--- config.mk ---
export PLATFORM = sky130hd
export DESIGN_NAME = mole_game_ctrl
export DESIGN_NICKNAME = d
export VERILOG_FILES = /design/src/rtl/mole_game_ctrl.sv
export SDC_FILE = /design/constraint.sdc
export NUM_CORES = 1
export LEC_CHECK = 0
export BUFFER_PORTS_ARGS = -buffer_cell sky130_fd_sc_hd__buf_2
export CORE_ASPECT_RATIO = 0.75
export CORE_MARGIN = 3
export CORE_UTILIZATION = 60
export DETAILED_ROUTE_END_ITERATION = 12
export PLACE_DENSITY = 0.78
export SLEW_MARGIN = 20
export SYNTH_ARGS = -nofsm -noshare
export SYNTH_HDL_FRONTEND = slang
export SYNTH_SLANG_ARGS = --single-unit
export TNS_END_PERCENT = 50
--- constraint.sdc ---
create_clock -name master_clk -period 6.65 [get_ports master_clk]
set_clock_uncertainty 0.15 [all_clocks]
set_input_delay 0.665 -clock master_clk [delete_from_list [all_inputs] [get_ports master_clk]]
set_output_delay 0.665 -clock master_clk [all_outputs]
set_load 0.01 [all_outputs]
--- src/rtl/mole_game_ctrl.sv ---
// Whack-a-mole controller: LFSR-driven mole placement, per-mole timing, hit/miss judging, BCD score.
// Optional MISS_PENALTY_EN: a miss or timeout costs one point, saturating at 00.
module mole_game_ctrl #(
   parameter int unsigned MOLE_TICKS     = 100_000_000,
   parameter int unsigned FEEDBACK_TICKS = 50_000_000,
   parameter int unsigned ROUNDS         = 20
) (
   input  logic       master_clk,
   input  logic       rst,
   input  logic       start,
   input  logic [7:0] btn,
   output logic [2:0] mole_position,
   output logic       guess_correct,
   output logic       guess_wrong,
   output logic [3:0] digit_1,
   output logic [3:0] digit_2,
   output logic       game_over
);

   localparam int unsigned MaxTicks = (MOLE_TICKS > FEEDBACK_TICKS) ? MOLE_TICKS : FEEDBACK_TICKS;
   localparam int unsigned TW = $clog2(MaxTicks + 1);
   localparam int unsigned RW = $clog2(ROUNDS + 1);

   localparam logic [TW-1:0] MoleLast = TW'(MOLE_TICKS - 1);
   localparam logic [TW-1:0] FbLast   = TW'(FEEDBACK_TICKS - 1);
   localparam logic [RW-1:0] RoundsW  = RW'(ROUNDS);

   localparam logic [1:0] StIdle     = 2'd0;
   localparam logic [1:0] StShow     = 2'd1;
   localparam logic [1:0] StFeedback = 2'd2;
   localparam logic [1:0] StOver     = 2'd3;

   logic [1:0]    state_q, state_d;
   logic [7:0]    lfsr_q, lfsr_d;
   logic [TW-1:0] timer_q, timer_d;
   logic [RW-1:0] round_q, round_d, round_inc;
   logic [2:0]    mole_q, mole_d, cand, next_mole;
   logic          correct_q, correct_d, wrong_q, wrong_d, over_q, over_d;
   logic [3:0]    tens_q, tens_d, ones_q, ones_d;
   logic [3:0]    inc_tens, inc_ones, miss_tens, miss_ones;
   logic [7:0]    hit_mask;

   // Taps 8,6,5,4 with a left shift; a nonzero seed keeps the sequence off zero
   assign lfsr_d    = {lfsr_q[6:0], lfsr_q[7] ^ lfsr_q[5] ^ lfsr_q[4] ^ lfsr_q[3]};
   assign cand      = lfsr_q[2:0];
   assign next_mole = (cand == mole_q) ? cand + 3'd1 : cand;
   assign hit_mask  = 8'd1 << mole_q;
   assign round_inc = round_q + RW'(1);

   always_comb begin
      inc_tens = tens_q;
      inc_ones = ones_q;
      if (!(tens_q == 4'd9 && ones_q == 4'd9)) begin
         if (ones_q == 4'd9) begin
            inc_ones = 4'd0;
            inc_tens = tens_q + 4'd1;
         end else begin
            inc_ones = ones_q + 4'd1;
         end
      end
   end

`ifdef MISS_PENALTY_EN
   always_comb begin
      miss_tens = tens_q;
      miss_ones = ones_q;
      if (!(tens_q == 4'd0 && ones_q == 4'd0)) begin
         if (ones_q == 4'd0) begin
            miss_ones = 4'd9;
            miss_tens = tens_q - 4'd1;
         end else begin
            miss_ones = ones_q - 4'd1;
         end
      end
   end
`else
   assign miss_tens = tens_q;
   assign miss_ones = ones_q;
`endif

   always_comb begin
      state_d   = state_q;
      timer_d   = timer_q;
      round_d   = round_q;
      mole_d    = mole_q;
      correct_d = correct_q;
      wrong_d   = wrong_q;
      tens_d    = tens_q;
      ones_d    = ones_q;
      over_d    = over_q;
      case (state_q)
         StIdle, StOver: begin
            if (start) begin
               tens_d  = 4'd0;
               ones_d  = 4'd0;
               round_d = '0;
               mole_d  = next_mole;
               timer_d = '0;
               over_d  = 1'b0;
               state_d = StShow;
            end
         end
         StShow: begin
            // Any press outranks a same-cycle timeout
            if (btn != 8'd0) begin
               timer_d = '0;
               state_d = StFeedback;
               if (btn == hit_mask) begin
                  correct_d = 1'b1;
                  tens_d    = inc_tens;
                  ones_d    = inc_ones;
               end else begin
                  wrong_d = 1'b1;
                  tens_d  = miss_tens;
                  ones_d  = miss_ones;
               end
            end else if (timer_q == MoleLast) begin
               timer_d = '0;
               state_d = StFeedback;
               wrong_d = 1'b1;
               tens_d  = miss_tens;
               ones_d  = miss_ones;
            end else begin
               timer_d = timer_q + TW'(1);
            end
         end
         StFeedback: begin
            if (timer_q == FbLast) begin
               correct_d = 1'b0;
               wrong_d   = 1'b0;
               round_d   = round_inc;
               timer_d   = '0;
               if (round_inc == RoundsW) begin
                  mole_d  = 3'd0;
                  over_d  = 1'b1;
                  state_d = StOver;
               end else begin
                  mole_d  = next_mole;
                  state_d = StShow;
               end
            end else begin
               timer_d = timer_q + TW'(1);
            end
         end
         default: state_d = StIdle;
      endcase
   end

   always_ff @(posedge master_clk or negedge rst) begin
      if (!rst) begin
         state_q   <= StIdle;
         lfsr_q    <= 8'hA5;
         timer_q   <= '0;
         round_q   <= '0;
         mole_q    <= 3'd0;
         correct_q <= 1'b0;
         wrong_q   <= 1'b0;
         tens_q    <= 4'd0;
         ones_q    <= 4'd0;
         over_q    <= 1'b0;
      end else begin
         state_q   <= state_d;
         lfsr_q    <= lfsr_d;
         timer_q   <= timer_d;
         round_q   <= round_d;
         mole_q    <= mole_d;
         correct_q <= correct_d;
         wrong_q   <= wrong_d;
         tens_q    <= tens_d;
         ones_q    <= ones_d;
         over_q    <= over_d;
      end
   end

   assign mole_position = mole_q;
   assign guess_correct = correct_q;
   assign guess_wrong   = wrong_q;
   assign digit_1       = tens_q;
   assign digit_2       = ones_q;
   assign game_over     = over_q;

endmodule

Word-level counts from Yosys, hierarchy flattened
Cells that the tools add are included.
Widths: inputs -> output; s select.
Word-level totals
  register bits: 56
  bits in latches: 0
  memory bits (writable): 0
  ROM bits: 0
  input bits: 11
  output and inout bits: 14
  word-level logic and storage cells: 94
  memories kept: 0
Operators by class
  add/subtract/negate cells: 5
  multipliers: 0
  divide/modulo/power cells: 0
  $lt $le $gt $ge: 0
  equality and inequality tests: 19
  shift operators: 1
  multiplexer cells: 42
  bitwise logic cells: 3
  reduce and logical (&&, ||, !) cells: 14
Operators by type and width (count)
  $mux 27: 4
  $pmux 27 s3: 1
  $mux 4: 9
  $add 27x1->27 const B: 1
  $eq 27x26->1 const B: 1
  $eq 27x27->1 const B: 1
  $pmux 4 s2: 2
  $ne 2x2->1 const B: 7
  $mux 3: 4
  $reduce_and 4->1: 3
  $mux 2: 5
  $mux 5: 2
  $pmux 5 s2: 1
  $mux 1: 9
  $add 4x1->4 const B: 2
  $eq 4x4->1 const B: 2
  $eq 8x8->1: 1
  $reduce_bool 8->1: 1
  $shl 1x3->8 const A: 1
  $ne 3x3->1 const B: 2
  $pmux 1 s2: 3
  $pmux 2 s3: 1
  $pmux 3 s2: 1
  $reduce_and 3->1: 2
  13 further kinds: 18

Logic depth before layout (Yosys ltp)
  word-level depth: 6
  mapped depth: 9
  mapped depth without buffers: 8

Least setup slack after synthesis
No wires, ideal clock.
  kind: input-to-reg
  from: input port btn[0]
  to: register timer_q[11]
  setup time: 0.069 ns
  arrival: 2.143 ns
  required time: 6.431 ns
  slack: 4.288 ns
  stages on the path: 6
  path buffers: 0
  cells stage by stage: nor4_1 -> nand4_1 -> a31o_2 -> a21o_2 -> or4_1 -> nand3_1
On the way
  longest elaborated chain between the ends: 3
RTL lines
  from (decl): RTL line 11  | input logic [7:0] btn,
  $reduce_bool 8->1: RTL line 105  | if (btn != 8'd0) begin
  $mux 27: RTL line 105
  $pmux 27 s3: RTL line 91  | case (state_q)
  to (signal assigned): RTL line 164  | timer_q <= timer_d;
  to (decl): RTL line 35  | logic [TW-1:0] timer_q, timer_d;
No other way between the ends.
A chain may end at the register's enable or synchronous reset.

Final worst setup path
  from: register timer_q[0]
  to: register timer_q[22]
On the way
  longest elaborated chain between the ends: 4
  elaborated cells on any way between the ends: 7
  those cells by class: add/sub: 1; eq/ne: 2; mux: 4
RTL lines
  $add 27x1->27 or $eq 27x27->1 (tied branches): RTL line 124, 142, 117
  $mux 27: RTL line 117  | end else if (timer_q == MoleLast) begin
  $mux 27: RTL line 105
  $pmux 27 s3 *: RTL line 91
Every way passes the cells marked *; elsewhere a longest branch is shown, timed or not.

==> flow_summary.yaml <==
routing:
  drt_iter0_markers: 275
  final_antenna_net_count: 0
  vias_per_cell: 6.35
  firstDrtPassIters: 5
  num_vias: 3009
  drcViolationCount: 0
  wirelength_um: 7900
  wl_per_cell_um: 16.7
worst_hold_path:
  hold_depth: 0
  worst_hold_path_type: "register to register"
  hold_start: "lfsr_q[6]$_DFF_PN0_"
synth:
  synth_seq_cells: 56
  syn_nets: 398
  synthCells: 377
  yosys_warnings: 0
  seq_area_frac_synth_pct: 41.2
  synth_ff_type: "dfrtp_1"
  async_reset_ff_share_pct: 100
  synth-edff-count: 0
  syn_avg_cell_area_um2: 9.05
  syn-cell-area_um2: 3410
  ys_types: 66
timing:
  setup_violations: 0
  fmax_mhz: 362
  fin_hold_ws_ps: 213
  timing.final.max_slew_violations: 0
  fin_crit_ps: 2770
  fin_crit_sh_pct: 41.6
  finalHoldViolCount: 0
  finalSetupTns_ps: 0
  tightest_slew_ps: 852
  rsz0062_at_grt: "false"
  relSlewSlack_pct: 42.7
setup_path:
  criticalPathCategory: "register to register"
  startpoint: "timer_q[0]$_DFFE_PN0N_"
  start_kind: "register"
  r2r.worst_path.cells: 7
  r2r_slack_ps: 3880
  cp_max_fo: 5
  arrival_ps: 2870
  worstSetupEndpointType: "register"
  crit_required_ps: 6750
  timing.rr.start: "timer_q[0]$_DFFE_PN0N_"
place:
  port-buffer-count: 24
  hpwl_um: 5550
  place_congestion: 0.874
  placed_area_um2: 3590
cells_and_area:
  fill_cells: 453
  num_antenna_cells: 0
  fin_area_um2: 3700
  final_nets: 419
  drive_above_1_share_pct: 13.8
  post-route-util_pct: 68.4
  areaGrowthSynthToFinish_pct: 8.51
floorplanning:
  floorplan.die.height_um: 71.3
  ioPinCount: 25
  dieArea_um2: 6640
  initial_core_util_pct: 63.1
  coreArea_um2: 5410
  die_x_um: 93.1
  rows: 23
clock_network:
  cts_buffers: 5
  worstSkewPairLatency_ps: 320
  cts_buffer_depth: 2
  htree_levels: 2
  post_cts_buffers: 0
  root_buffer: "clkbuf_8"
  cts_resized: 0
  cts_tree: "done"
  cts.sinks: 56
  ctsHoldBuffers: 0
  cts.clk_slew.worst_paths_ps: 110
power:
  ir_worst_vdd_uv: 188
  p_int_uw: 580
  seq_power_share_pct: 39.5
  cellLeakagePower_uw: 0.00156
  clkPwrFrac_pct: 24.0
  pwr-share-comb_pct: 36.5
  p_sw_uw: 385
  swShare_pct: 39.9
  powerDensity_nw_per_um2: 261
global_routing:
  grt_pass1_vias: 2850
  overflow: 0
  grt_use_total_pct: 25.4
  grt_pass1_wl_um: 13500
  grt_max_degree: 57
  antenna_found_initial: 0
outcome:
  status: "completed"
flow_run:
  drv_cap: 0
## power groups by stage
| stage | Sequential (µW) | Combinational [µW] | Clock [µW] |
|---|---|---|---|
| after floorplan | 379 | 261 | 0 |
| after global placement | 385 | 338 | 0 |
| after detailed placement | 387 | 345 | 0 |
| after CTS | 381 | 347 | 236 |
| after global routing | 384 | 390 | 247 |
| final | 381 | 353 | 231 |
## cells by family (layout without fill, tap and decap cells)
family / after synthesis / after routing / share of synthesized area (%)
flops: 56 / 56 / 41.2
fa+ha+maj: 10 / 10 / 3.67
simple gates: 171 / 171 / 27.8
compound gates: 87 / 87 / 17.5
mux: 10 / 10 / 2.93
xor+xnor: 12 / 12 / 3.08
buf+inv: 31 / 53 / 3.81
## synth_stat cells (2+ instances only)
library cell,number,area share [%]
a211oi_1,2,0.44
a21boi_0,2,0.44
a21o_1,7,1.5
a21oi_1,16,2.3
a22o_1,2,0.51
a31oi_1,8,1.5
and2_1,4,0.73
and3_1,8,1.5
buf_1,2,0.22
buf_2,5,0.73
buf_4,2,0.44
clkbuf_1,4,0.44
dfrtp_1,52,38
dfstp_2,4,3.1
ha_1,10,3.7
inv_1,18,2.0
mux2i_1,10,2.9
nand2_1,38,4.2
nand2b_1,8,1.5
nand3_1,26,3.8
nand3b_1,4,0.88
nand4_1,12,2.2
nor2_1,24,2.6
nor3_1,14,2.1
nor3b_1,3,0.66
nor4_1,4,0.73
o211ai_1,2,0.44
o21ai_0,23,3.4
o21bai_1,2,0.44
o22ai_1,2,0.37
o2bb2ai_1,3,0.77
o311ai_0,2,0.51
o31ai_2,2,0.73
or2_2,3,0.55
or3_1,7,1.3
or4_1,2,0.44
xnor2_1,9,2.3
xor2_1,3,0.77
## area by class of cell
class	count	area, µm²	area share (%)
clock buffer	5	68.8	1.86
tap	75	93.8	2.53
multi-input combinational	290	1880	50.7
clock inverter	3	47.5	1.28
inverter	18	67.6	1.82
sequential	56	1410	38.0
timing repair buffer	27	143	3.85
## layer usage
metal	global-route usage, %	wire, µm
met4	7.97	129
met3	4.30	516
met1	36.9	3650
met2	39.2	3600
met5	0	0
## critical path, stage by stage (launching register included)
cell	delay, ps
dfrtp_1	410
ha_1	230
nand4_1	250
nor4_1	810
and3_1	360
nand2_1	90
or3_1	320
o21ai_0	80
## flip-flops by register name, summed over array words and instances, names as in the netlist, 2 cells and up
name and cells:
lfsr_q 8, mole_position 3, round_q 5, state_q 2, timer_q 27, digit_2 4, digit_1 4
## worst paths after layout
kind | endpoint
max in group asynchronous | lfsr_q[4]$_DFF_PN0_
setup reg to reg | timer_q[22]$_DFFE_PN0N_
hold reg to reg | lfsr_q[7]$_DFF_PN1_
min in group asynchronous | digit_2[0]$_DFFE_PN0P_
hold / removal | lfsr_q[7]$_DFF_PN1_
setup / recovery | timer_q[22]$_DFFE_PN0N_
## cell usage in the layout, fill, tap and decap left out, drive strengths merged, types with 3 or more instances in the layout
cell type  synthesis  final
dfrtp             52     52
nand2             38     38
nand3             27     27
buf                9     27
nor2              24     24
o21ai             24     24
inv               18     18
a21oi             16     16
nor3              16     16
nand4             12     12
mux2i             10     10
ha                10     10
xnor2              9      9
and3               8      8
nand2b             8      8
a31oi              8      8
a21o               8      8
or3                8      8
clkbuf             4      5
nor4               5      5
and2               4      4
nand3b             4      4
dfstp              4      4
nor3b              4      4
xor2               3      3
o2bb2ai            3      3
or2                3      3
o31ai              3      3
o211ai             3      3
o311ai             3      3
## stage by stage
stage / power [µW] / setup slack, ps / std cells
4_1_cts: 964 / 3960 / 474
5_1_grt: 1020 / 3740 / 474
3_5_place_dp: 732 / 3860 / 466
6_report: 966 / 3880 / 474
2_1_floorplan: 641 / 4290 / 377
3_3_place_gp: 723 / 3880 / 466
(Power assumes the default switching activity.)
